### config.mk
export PLATFORM = sky130hd
export DESIGN_NAME = baud_tick_gen_flat
export DESIGN_NICKNAME = d
export VERILOG_FILES = /design/src/rtl/baud_tick_gen_pkg.sv /design/src/rtl/baud_tick_gen_if.sv /design/src/rtl/baud_tick_gen_prescaler.sv /design/src/rtl/baud_tick_gen.sv /design/src/flat_wrapper.sv
export SDC_FILE = /design/constraint.sdc
export NUM_CORES = 1
export LEC_CHECK = 0
export BUFFER_PORTS_ARGS = -buffer_cell sky130_fd_sc_hd__buf_2
export CAP_MARGIN = 20
export CELL_PAD_IN_SITES_DETAIL_PLACEMENT = 2
export CELL_PAD_IN_SITES_GLOBAL_PLACEMENT = 2
export CORE_MARGIN = 2
export CORE_UTILIZATION = 25
export DETAILED_ROUTE_END_ITERATION = 16
export PLACE_DENSITY_LB_ADDON = 0.3
export SLEW_MARGIN = 20
export SYNTH_ARGS = -nofsm -noshare
export SYNTH_HDL_FRONTEND = slang
export SYNTH_SLANG_ARGS = --single-unit
### constraint.sdc
create_clock -name clk_i -period 9.7 [get_ports clk_i]
set_clock_uncertainty 0.2 [all_clocks]
set_input_delay 1.94 -clock clk_i [delete_from_list [all_inputs] [get_ports clk_i]]
set_output_delay 1.94 -clock clk_i [all_outputs]
set_load 0.01 [all_outputs]
### src/rtl/baud_tick_gen_pkg.sv
// Shared types and defaults for the baud tick generator: prescale select enum,
// default widths and the prescale-to-count lookup.
package baud_tick_pkg;

  localparam int DEF_DIV_W  = 16;
  localparam int DEF_FRAC_W = 4;
  localparam int DEF_OVS    = 16;

  typedef enum logic [1:0] {
    PRESC_1  = 2'd0,
    PRESC_4  = 2'd1,
    PRESC_16 = 2'd2,
    PRESC_64 = 2'd3
  } presc_e;

  // Number of clk_i cycles between prescaler ticks.
  function automatic logic [6:0] prescCount(input presc_e p);
    case (p)
      PRESC_1:  return 7'd1;
      PRESC_4:  return 7'd4;
      PRESC_16: return 7'd16;
      default:  return 7'd64;
    endcase
  endfunction

endpackage

### src/rtl/baud_tick_gen_if.sv
// Control/status bundle of the baud tick generator; master drives configuration,
// slave (the generator) returns the tick pulses and the config error flag.
interface baud_tick_gen_if #(
  parameter int DIV_W  = 16,
  parameter int FRAC_W = 4
);
  // No valid/ready pair here: param_en_i is a one-cycle load strobe that is always
  // accepted at the edge it is sampled, and the ticks are one-cycle pulses with no
  // back-pressure. div_i/frac_i/presc_i only matter in the cycle param_en_i is high.
  logic              en_i;
  logic              param_en_i;
  logic [DIV_W-1:0]  div_i;
  logic [FRAC_W-1:0] frac_i;
  logic [1:0]        presc_i;
  logic              ovs_tick_o;
  logic              baud_tick_o;
  logic              cfg_err_o;

  modport master (
    output en_i, param_en_i, div_i, frac_i, presc_i,
    input  ovs_tick_o, baud_tick_o, cfg_err_o
  );

  modport slave (
    input  en_i, param_en_i, div_i, frac_i, presc_i,
    output ovs_tick_o, baud_tick_o, cfg_err_o
  );
endinterface

### src/rtl/baud_tick_gen_prescaler.sv
// Clock prescaler: emits a one-cycle preTick every 1/4/16/64 enabled cycles.
module baud_prescaler
  import baud_tick_pkg::*;
(
  input  logic   clk_i,
  input  logic   rst_i,
  input  logic   clear,
  input  logic   enable,
  input  presc_e presc,
  output logic   preTick
);

  logic [5:0] cnt;
  logic [5:0] lastCnt;

  assign lastCnt = 6'(prescCount(presc) - 7'd1);
  assign preTick = enable && (cnt == lastCnt);

  // Counter only moves while enabled, so pausing never loses prescaler phase.
  always_ff @(posedge clk_i) begin
    if (rst_i || clear) begin
      cnt <= '0;
    end else if (enable) begin
      cnt <= preTick ? '0 : cnt + 6'd1;
    end
  end

endmodule

### src/rtl/baud_tick_gen.sv
// Fractional baud tick generator with oversample and bit ticks.
// Define BAUD_TICK_GEN_FRAC_EN to build the fractional divisor accumulator.
module baud_tick_gen
  import baud_tick_pkg::*;
#(
  parameter int DIV_W  = DEF_DIV_W,
  parameter int FRAC_W = DEF_FRAC_W,
  parameter int OVS    = DEF_OVS
) (
  input logic           clk_i,
  input logic           rst_i,
  baud_tick_gen_if.slave bus
);

  localparam int PH_W = (OVS > 1) ? $clog2(OVS) : 1;
  localparam logic [PH_W-1:0] PH_LAST = PH_W'(OVS - 1);

  logic [DIV_W-1:0] divReg;
  logic [DIV_W-1:0] divCnt;
  presc_e           prescReg;
  logic [PH_W-1:0]  phase;
  logic             ovsTick;
  logic             baudTick;
  logic             cfgErr;
  logic             running;
  logic             preTick;
  logic             periodDone;
  logic [DIV_W:0]   periodLen;

  // A zero divisor parks everything, including the prescaler.
  assign running = bus.en_i && !cfgErr;

  baud_prescaler uPresc (
    .clk_i   (clk_i),
    .rst_i   (rst_i),
    .clear   (bus.param_en_i),
    .enable  (running),
    .presc   (prescReg),
    .preTick (preTick)
  );

`ifdef BAUD_TICK_GEN_FRAC_EN
  logic [FRAC_W-1:0] fracReg;
  logic [FRAC_W-1:0] fracAcc;
  logic              carryPend;

  // Accumulator overflow stretches the following period by one pre_tick.
  assign periodLen = {1'b0, divReg} + (DIV_W+1)'(carryPend);

  always_ff @(posedge clk_i) begin
    if (rst_i) begin
      fracReg   <= '0;
      fracAcc   <= '0;
      carryPend <= 1'b0;
    end else if (bus.param_en_i) begin
      fracReg   <= bus.frac_i;
      fracAcc   <= '0;
      carryPend <= 1'b0;
    end else if (periodDone) begin
      {carryPend, fracAcc} <= {1'b0, fracAcc} + {1'b0, fracReg};
    end
  end
`else
  assign periodLen = {1'b0, divReg};
`endif

  assign periodDone = preTick && (({1'b0, divCnt} + (DIV_W+1)'(1)) == periodLen);

  always_ff @(posedge clk_i) begin
    if (rst_i) begin
      divReg   <= '0;
      prescReg <= PRESC_1;
      cfgErr   <= 1'b1;
      divCnt   <= '0;
      phase    <= '0;
      ovsTick  <= 1'b0;
      baudTick <= 1'b0;
    end else if (bus.param_en_i) begin
      divReg   <= bus.div_i;
      prescReg <= presc_e'(bus.presc_i);
      cfgErr   <= (bus.div_i == '0);
      divCnt   <= '0;
      phase    <= '0;
      ovsTick  <= 1'b0;
      baudTick <= 1'b0;
    end else begin
      ovsTick  <= periodDone;
      baudTick <= periodDone && (phase == PH_LAST);
      if (preTick) begin
        divCnt <= periodDone ? '0 : divCnt + DIV_W'(1);
      end
      if (periodDone) begin
        phase <= (phase == PH_LAST) ? '0 : phase + PH_W'(1);
      end
    end
  end

  assign bus.ovs_tick_o  = ovsTick;
  assign bus.baud_tick_o = baudTick;
  assign bus.cfg_err_o   = cfgErr;

endmodule

### src/flat_wrapper.sv
// flat-port wrapper written by rule: the top's interface ports become plain ports
module baud_tick_gen_flat import baud_tick_pkg::*;
#(
  parameter int DIV_W  = DEF_DIV_W,
  parameter int FRAC_W = DEF_FRAC_W,
  parameter int OVS    = DEF_OVS
)
  (clk_i, rst_i, bus_en_i, bus_param_en_i, bus_div_i, bus_frac_i, bus_presc_i, bus_ovs_tick_o, bus_baud_tick_o, bus_cfg_err_o);
  baud_tick_gen_if #(.DIV_W(DIV_W), .FRAC_W(FRAC_W)) bus_i ();
  input logic clk_i;
  input logic rst_i;
  input wire logic [$bits(bus_i.en_i)-1:0] bus_en_i;
  input wire logic [$bits(bus_i.param_en_i)-1:0] bus_param_en_i;
  input wire logic [$bits(bus_i.div_i)-1:0] bus_div_i;
  input wire logic [$bits(bus_i.frac_i)-1:0] bus_frac_i;
  input wire logic [$bits(bus_i.presc_i)-1:0] bus_presc_i;
  output wire logic [$bits(bus_i.ovs_tick_o)-1:0] bus_ovs_tick_o;
  output wire logic [$bits(bus_i.baud_tick_o)-1:0] bus_baud_tick_o;
  output wire logic [$bits(bus_i.cfg_err_o)-1:0] bus_cfg_err_o;
  assign bus_i.en_i = bus_en_i;
  assign bus_i.param_en_i = bus_param_en_i;
  assign bus_i.div_i = bus_div_i;
  assign bus_i.frac_i = bus_frac_i;
  assign bus_i.presc_i = bus_presc_i;
  assign bus_ovs_tick_o = bus_i.ovs_tick_o;
  assign bus_baud_tick_o = bus_i.baud_tick_o;
  assign bus_cfg_err_o = bus_i.cfg_err_o;
  baud_tick_gen #(.DIV_W(DIV_W), .FRAC_W(FRAC_W), .OVS(OVS)) u_core (.clk_i(clk_i), .rst_i(rst_i), .bus(bus_i));
endmodule
# After elaboration in Yosys (flattened, before gate mapping)
# Index checks and enable logic that the tools add are counted.
# W data, S select, Z words.
# totals
ff_bits,47
latchBits,0
ramBits,0
rom_bits,0
input_bits,26
output_inout_bits,3
wordCells,31
memories,0
# classes
add_sub_neg,5
mul,0
div_mod_pow,0
magnitude_cmp,0
n_eq_ne,5
n_shift,0
mux,4
n_bitwise,0
reduce_logical,9
# ops
op,count
$add A16 B1 Y17 const B,1
$eq A17 B16 Y1,1
$add A16 B1 Y16 const B,1
$logic_not A16 Y1,1
$mux W16,1
$pmux W5 S3,1
$add A6 B1 Y6 const B,1
$eq A6 B6 Y1,1
$mux W6,1
$sub A6 B1 Y6 const B,1
$add A4 B1 Y4 const B,1
$eq A4 B4 Y1 const B,1
$logic_and A1 B1 Y1,4
$mux W4,1
$eq A2 B1 Y1 const B,1
$eq A2 B2 Y1 const B,1
$logic_not A2 Y1,1
$reduce_or A2 Y1,1
$logic_not A1 Y1,1
$logic_or A1 B1 Y1,1

# Longest topological paths before layout
# depth
word_depth,7
ltp_mapped,11
depth_no_buf,9

# Cells and area by module
# A second synthesis with hierarchy kept.
# unflattened
cells_unflattened,310
hier_area_um2,2673.8
# by_module_without_submodules
mod,n_inst,cells_each,area_per_inst_um2,seq_area_each_um2
baud_tick_gen,1,266,2299.7,820.8
baud_prescaler,1,44,374.1,120.1

# Least setup slack after synthesis
# OpenSTA, ideal clock, no wires.
# synth_path
path_kind,input to register
start,input bus_en_i
end,register u_core.divCnt[11]
t_arrival_ps,3820
path_slack_ps,5566
cell_stages,7
path_cell_list,nand2b_1 > or4_1 > or4_4 > a2111oi_4 > nand2b_1 > buf_6 > nor2_1
# synth_via
elab_chain_len,4
# synth_lines
item,line,text
"start, declared",flat_wrapper.sv:12,input wire logic [$bits(bus_i.en_i)-1:0] bus_en_i;
$logic_and A1 B1 Y1 (*),baud_tick_gen.sv:31,assign running = bus.en_i && !cfgErr;
$logic_and A1 B1 Y1 (*),baud_tick_gen_prescaler.sv:17,assign preTick = enable && (cnt == lastCnt);
$logic_and A1 B1 Y1,baud_tick_gen.sv:67,"assign periodDone = preTick && (({1'b0, divCnt} + (DIV_W+1)'(1)) == periodLen);"
$mux W16,baud_tick_gen.sv:90,divCnt <= periodDone ? '0 : divCnt + DIV_W'(1);
"end signal, assigned",baud_tick_gen.sv:90,
"end, declared",baud_tick_gen.sv:19,logic [DIV_W-1:0] divCnt;
# Every way passes the cells marked *; elsewhere a longest branch is shown, timed or not.
# A chain may end at the register's enable or synchronous reset.

# Worst setup path after layout
# layout_path
start,input bus_en_i
end,register u_core.divCnt[8]
# The elaborated chain is that of the path after synthesis.

==> run summary <==
OUTCOME
---------------------------------------------------------------------------------
Run status                                                           complete, no violations

SYNTH
---------------------------------------------------------------------------------
Sequential element share of the synthesized area                            37.4%
Largest family of logic cells by synthesized area                    simple AND/OR/NAND/NOR gates
Post-synthesis simple-gate area fraction                                    25.2%
Top cells by area, synth                                             sky130_fd_sc_hd__dfxtp_1 37%, sky130_fd_sc_hd__xnor2_1 10%, sky130_fd_sc_hd__nor2_1 8.4%
Number of flip-flops and latches in the synthesized netlist                    47
Net Count, Synth                                                              322
Xor/xnor share of the synthesized area                                      14.3%
Most area-hungry cell type in the Yosys netlist                      sky130_fd_sc_hd__dfxtp_1
Area share of the largest cell type after synthesis                         37.4%
Synth Instances                                                               292
Synthesized area                                                       2510 sq um
Number of warnings printed during yosys synthesis                               0
Synth Area in Compound Gates                                                9.60%
Post-synthesis mux area share                                               8.41%
Average cell area after synthesis                                      8.61 sq um
Synth unique cells                                                             46
Post-synthesis adder-cell area fraction                                     1.99%

CLOCK TREE
---------------------------------------------------------------------------------
Number of gates resized after CTS                                               0
Count of buffers added by post-CTS timing repair for setup                      0
Total clock sinks                                                              47
Number of CTS-inserted buffers                                                  5
Clk slew on worst S/H paths                                               0.09 ns
CTS tree                                                                     done
Maximum clock path buffer count                                                 2
H-tree levels                                                                   2
Cell chosen for the clock root                                       sky130_fd_sc_hd__clkbuf_8
Hold buffers post-CTS                                                           0
Skew-Pair Late Insertion Delay                                            0.31 ns

PLACEMENT
---------------------------------------------------------------------------------
Port Buffer Count                                                              24
Final weighted congestion of routability-driven global placement            0.727
Half-perimeter wire length after placement                                5.12 mm
Placement Setup Slack                                                     4.47 ns

SETUP PATH
---------------------------------------------------------------------------------
Master of the slowest instance on the critical path                  sky130_fd_sc_hd__or4_1
CP startpoint kind                                                      input pin
Critical path data required time                                          9.67 ns
Maximum fanout along the worst path                                            20
Cells along the critical path                                        buf_2 > nand2b_1 > or4_1 > or4_4 > a2111oi_4 > nand2b_1 > nor2_1
Data arrival time of the worst path                                       4.82 ns
Slowest stage delay, CP                                                   0.83 ns
Most common cell type on the critical path                           sky130_fd_sc_hd__nand2b_1
Buffer and inverter count on the worst path                                     1
Critical Path Sink Type                                                      flop
Number of cells on the worst reg-to-reg path                                    9
Total stage count of the critical path                                          7
Top Family by Delay on Critical Path                                 simple AND/OR/NAND/NOR gates
Worst Path Class, Setup                                                    in2reg

FINAL LAYOUT
---------------------------------------------------------------------------------
# diodes                                                                        0
Area added between synthesis and finish                                     12.3%
Most common cell after layout, fill and taps aside                   sky130_fd_sc_hd__nor2_1
Final Net Count                                                               340
Share of cells above drive strength 1                                       13.9%
Commonest cells after routing, fill and taps aside                   56 x sky130_fd_sc_hd__nor2_1, 47 x sky130_fd_sc_hd__dfxtp_1, 29 x sky130_fd_sc_hd__xnor2_1

PWR
---------------------------------------------------------------------------------
Pleak                                                                    0.984 nW
Pwr Density                                                           127 nW/um^2
Max IR drop VDD                                                           48.4 uV

DIE
---------------------------------------------------------------------------------
Ports                                                                          29
Overall die height                                                    104 microns
Die ar.                                                               10900 sq um
Number of placement rows                                                       36
Starting Density                                                            25.7%
Horizontal extent of the die                                          104 microns
Core region area                                                       9770 sq um

GRT
---------------------------------------------------------------------------------
Total Routing Usage GR                                                      13.0%
Global route total overflow                                                     0
Initial antenna violation count                                                 0
Pin count of the biggest net entering global routing                           22
Vias in the first global route                                               2222
Wire length of the first global-routing pass                              11.4 mm

ROUTE
---------------------------------------------------------------------------------
Mean number of vias per cell                                                 4.82
Total vias in the final route                                                2134
Drt wl/cell                                                          15.3 microns
Number of nets with antenna violations after detailed routing                   0
Total wire length                                                         6.77 mm
DRC                                                                             0
Number of optimization iterations in the first detailed-route pass              4
Violation count after the first detailed-routing iteration                     58

TIMING
---------------------------------------------------------------------------------
Number of hold violations in the final report                                   0
Setup violations, final                                                         0
Relative max-transition margin                                              52.9%
WHS                                                                      0.304 ns
Accumulated negative setup slack                                             0 ns
Maximum clock rate                                                      0.206 GHz
Smallest setup slack after layout                                         4.85 ns
Post-layout minimum cycle time                                            4.85 ns
Pins over their slew limit                                                      0
Final worst path period share                                               50.0%
Slew at the pin with the worst max-slew slack                            0.706 ns
RSZ-0062 raised after global routing                                        false

HOLD PATH
---------------------------------------------------------------------------------
Path type of the worst min-delay path                                     reg2reg
Hold Path Stages                                                                2

RUN
---------------------------------------------------------------------------------
Max cap viols                                                                   0

[path summary, 6_finish.rpt]
kind,from,endpoint,slack [ns]
max reg2reg,u_core.prescReg[0],u_core.divCnt[8],5.34
min reg2reg,u_core.divCnt[1],u_core.divCnt[1],0.30
max,bus_en_i,u_core.divCnt[8],4.85
min,u_core.divCnt[1],u_core.divCnt[1],0.30
[report_power, final]
part,switching [mW],internal (mW)
logic,0.0208,0.0167
clock network,0.0701,0.0495
registers,0.00469,0.198
total,0.0955,0.264
[tightest hold or removal path, delay by kind of cell, from the launching register on]
family,cells,cell delay (ns)
flops,1,0.34
simple gates,1,0.06
compound gates,1,0.05
[cells by family (layout without fill, tap and decap cells)]
| group | after synthesis | in the layout |
|---|---|---|
| mux | 21 | 21 |
| xor+xnor | 41 | 41 |
| compound gates | 33 | 33 |
| flops | 47 | 47 |
| fa+ha+maj | 4 | 4 |
| buf+inv | 18 | 36 |
| simple gates | 128 | 128 |
[routing by layer]
metal  part of all wire (%)  wire length, microns  global-route usage (%)
met5                      0                     0                       0
met4                    1.4                    98                    4.34
met3                    1.9                   132                    1.82
met2                     46                  3100                    21.8
met1                     51                  3440                    17.2
[state kept, by name, indices dropped and copies added (netlist names)]
register / cells
u_core.bus.cfg_err_o: 1
u_core.divReg: 16
u_core.divCnt: 16
u_core.uPresc.cnt: 6
u_core.phase: 4
u_core.prescReg: 2
u_core.bus.ovs_tick_o: 1
u_core.bus.baud_tick_o: 1
[layout make-up]
cell class | instances | area (sq um)
fillers | 1130 | 6950
clock inverters | 2 | 13.8
clock buffers | 5 | 68.8
repair buffers | 24 | 120
well taps | 133 | 166
multi-input cells | 227 | 1500
inverters | 5 | 18.8
flip-flops and latches | 47 | 941
[cells in the mapped netlist, drive strengths merged]
cell	number
nand2	17
a2111oi	1
or2	5
or3	2
nand3	9
nor3b	2
nor2	56
inv	5
clkbuf	10
o311a	1
nand2b	4
o211ai	3
and4	2
mux2i	20
xnor2	29
a41oi	1
or4bb	1
xor2	12
a31o	2
nand3b	1
a21oi	9
and3	1
or3b	1
nand4	7
buf	3
dfxtp	47
o41ai	1
o21ai	5
nor2b	1
a22o	2
or4	5
and2	2
o2bb2ai	1
o22ai	2
nor4	9
a211oi	2
mux2	1
nor3	3
a31oi	2
ha	4
a311o	1
[through the flow]
stage / area [sq um] / cells / total power, mW / util (%)
6_report: 2830 / 443 / 0.359 / 28.9
5_1_grt: 2830 / 443 / 0.379 / 28.9
4_1_cts: 2830 / 443 / 0.367 / 28.9
3_5_place_dp: 2740 / 436 / 0.245 / 28.1
3_3_place_gp: 2740 / 436 / 0.244 / 28.1
2_1_floorplan: 2510 / 292 / 0.232 / -
Note: power is estimated with default switching activity, not from simulation.
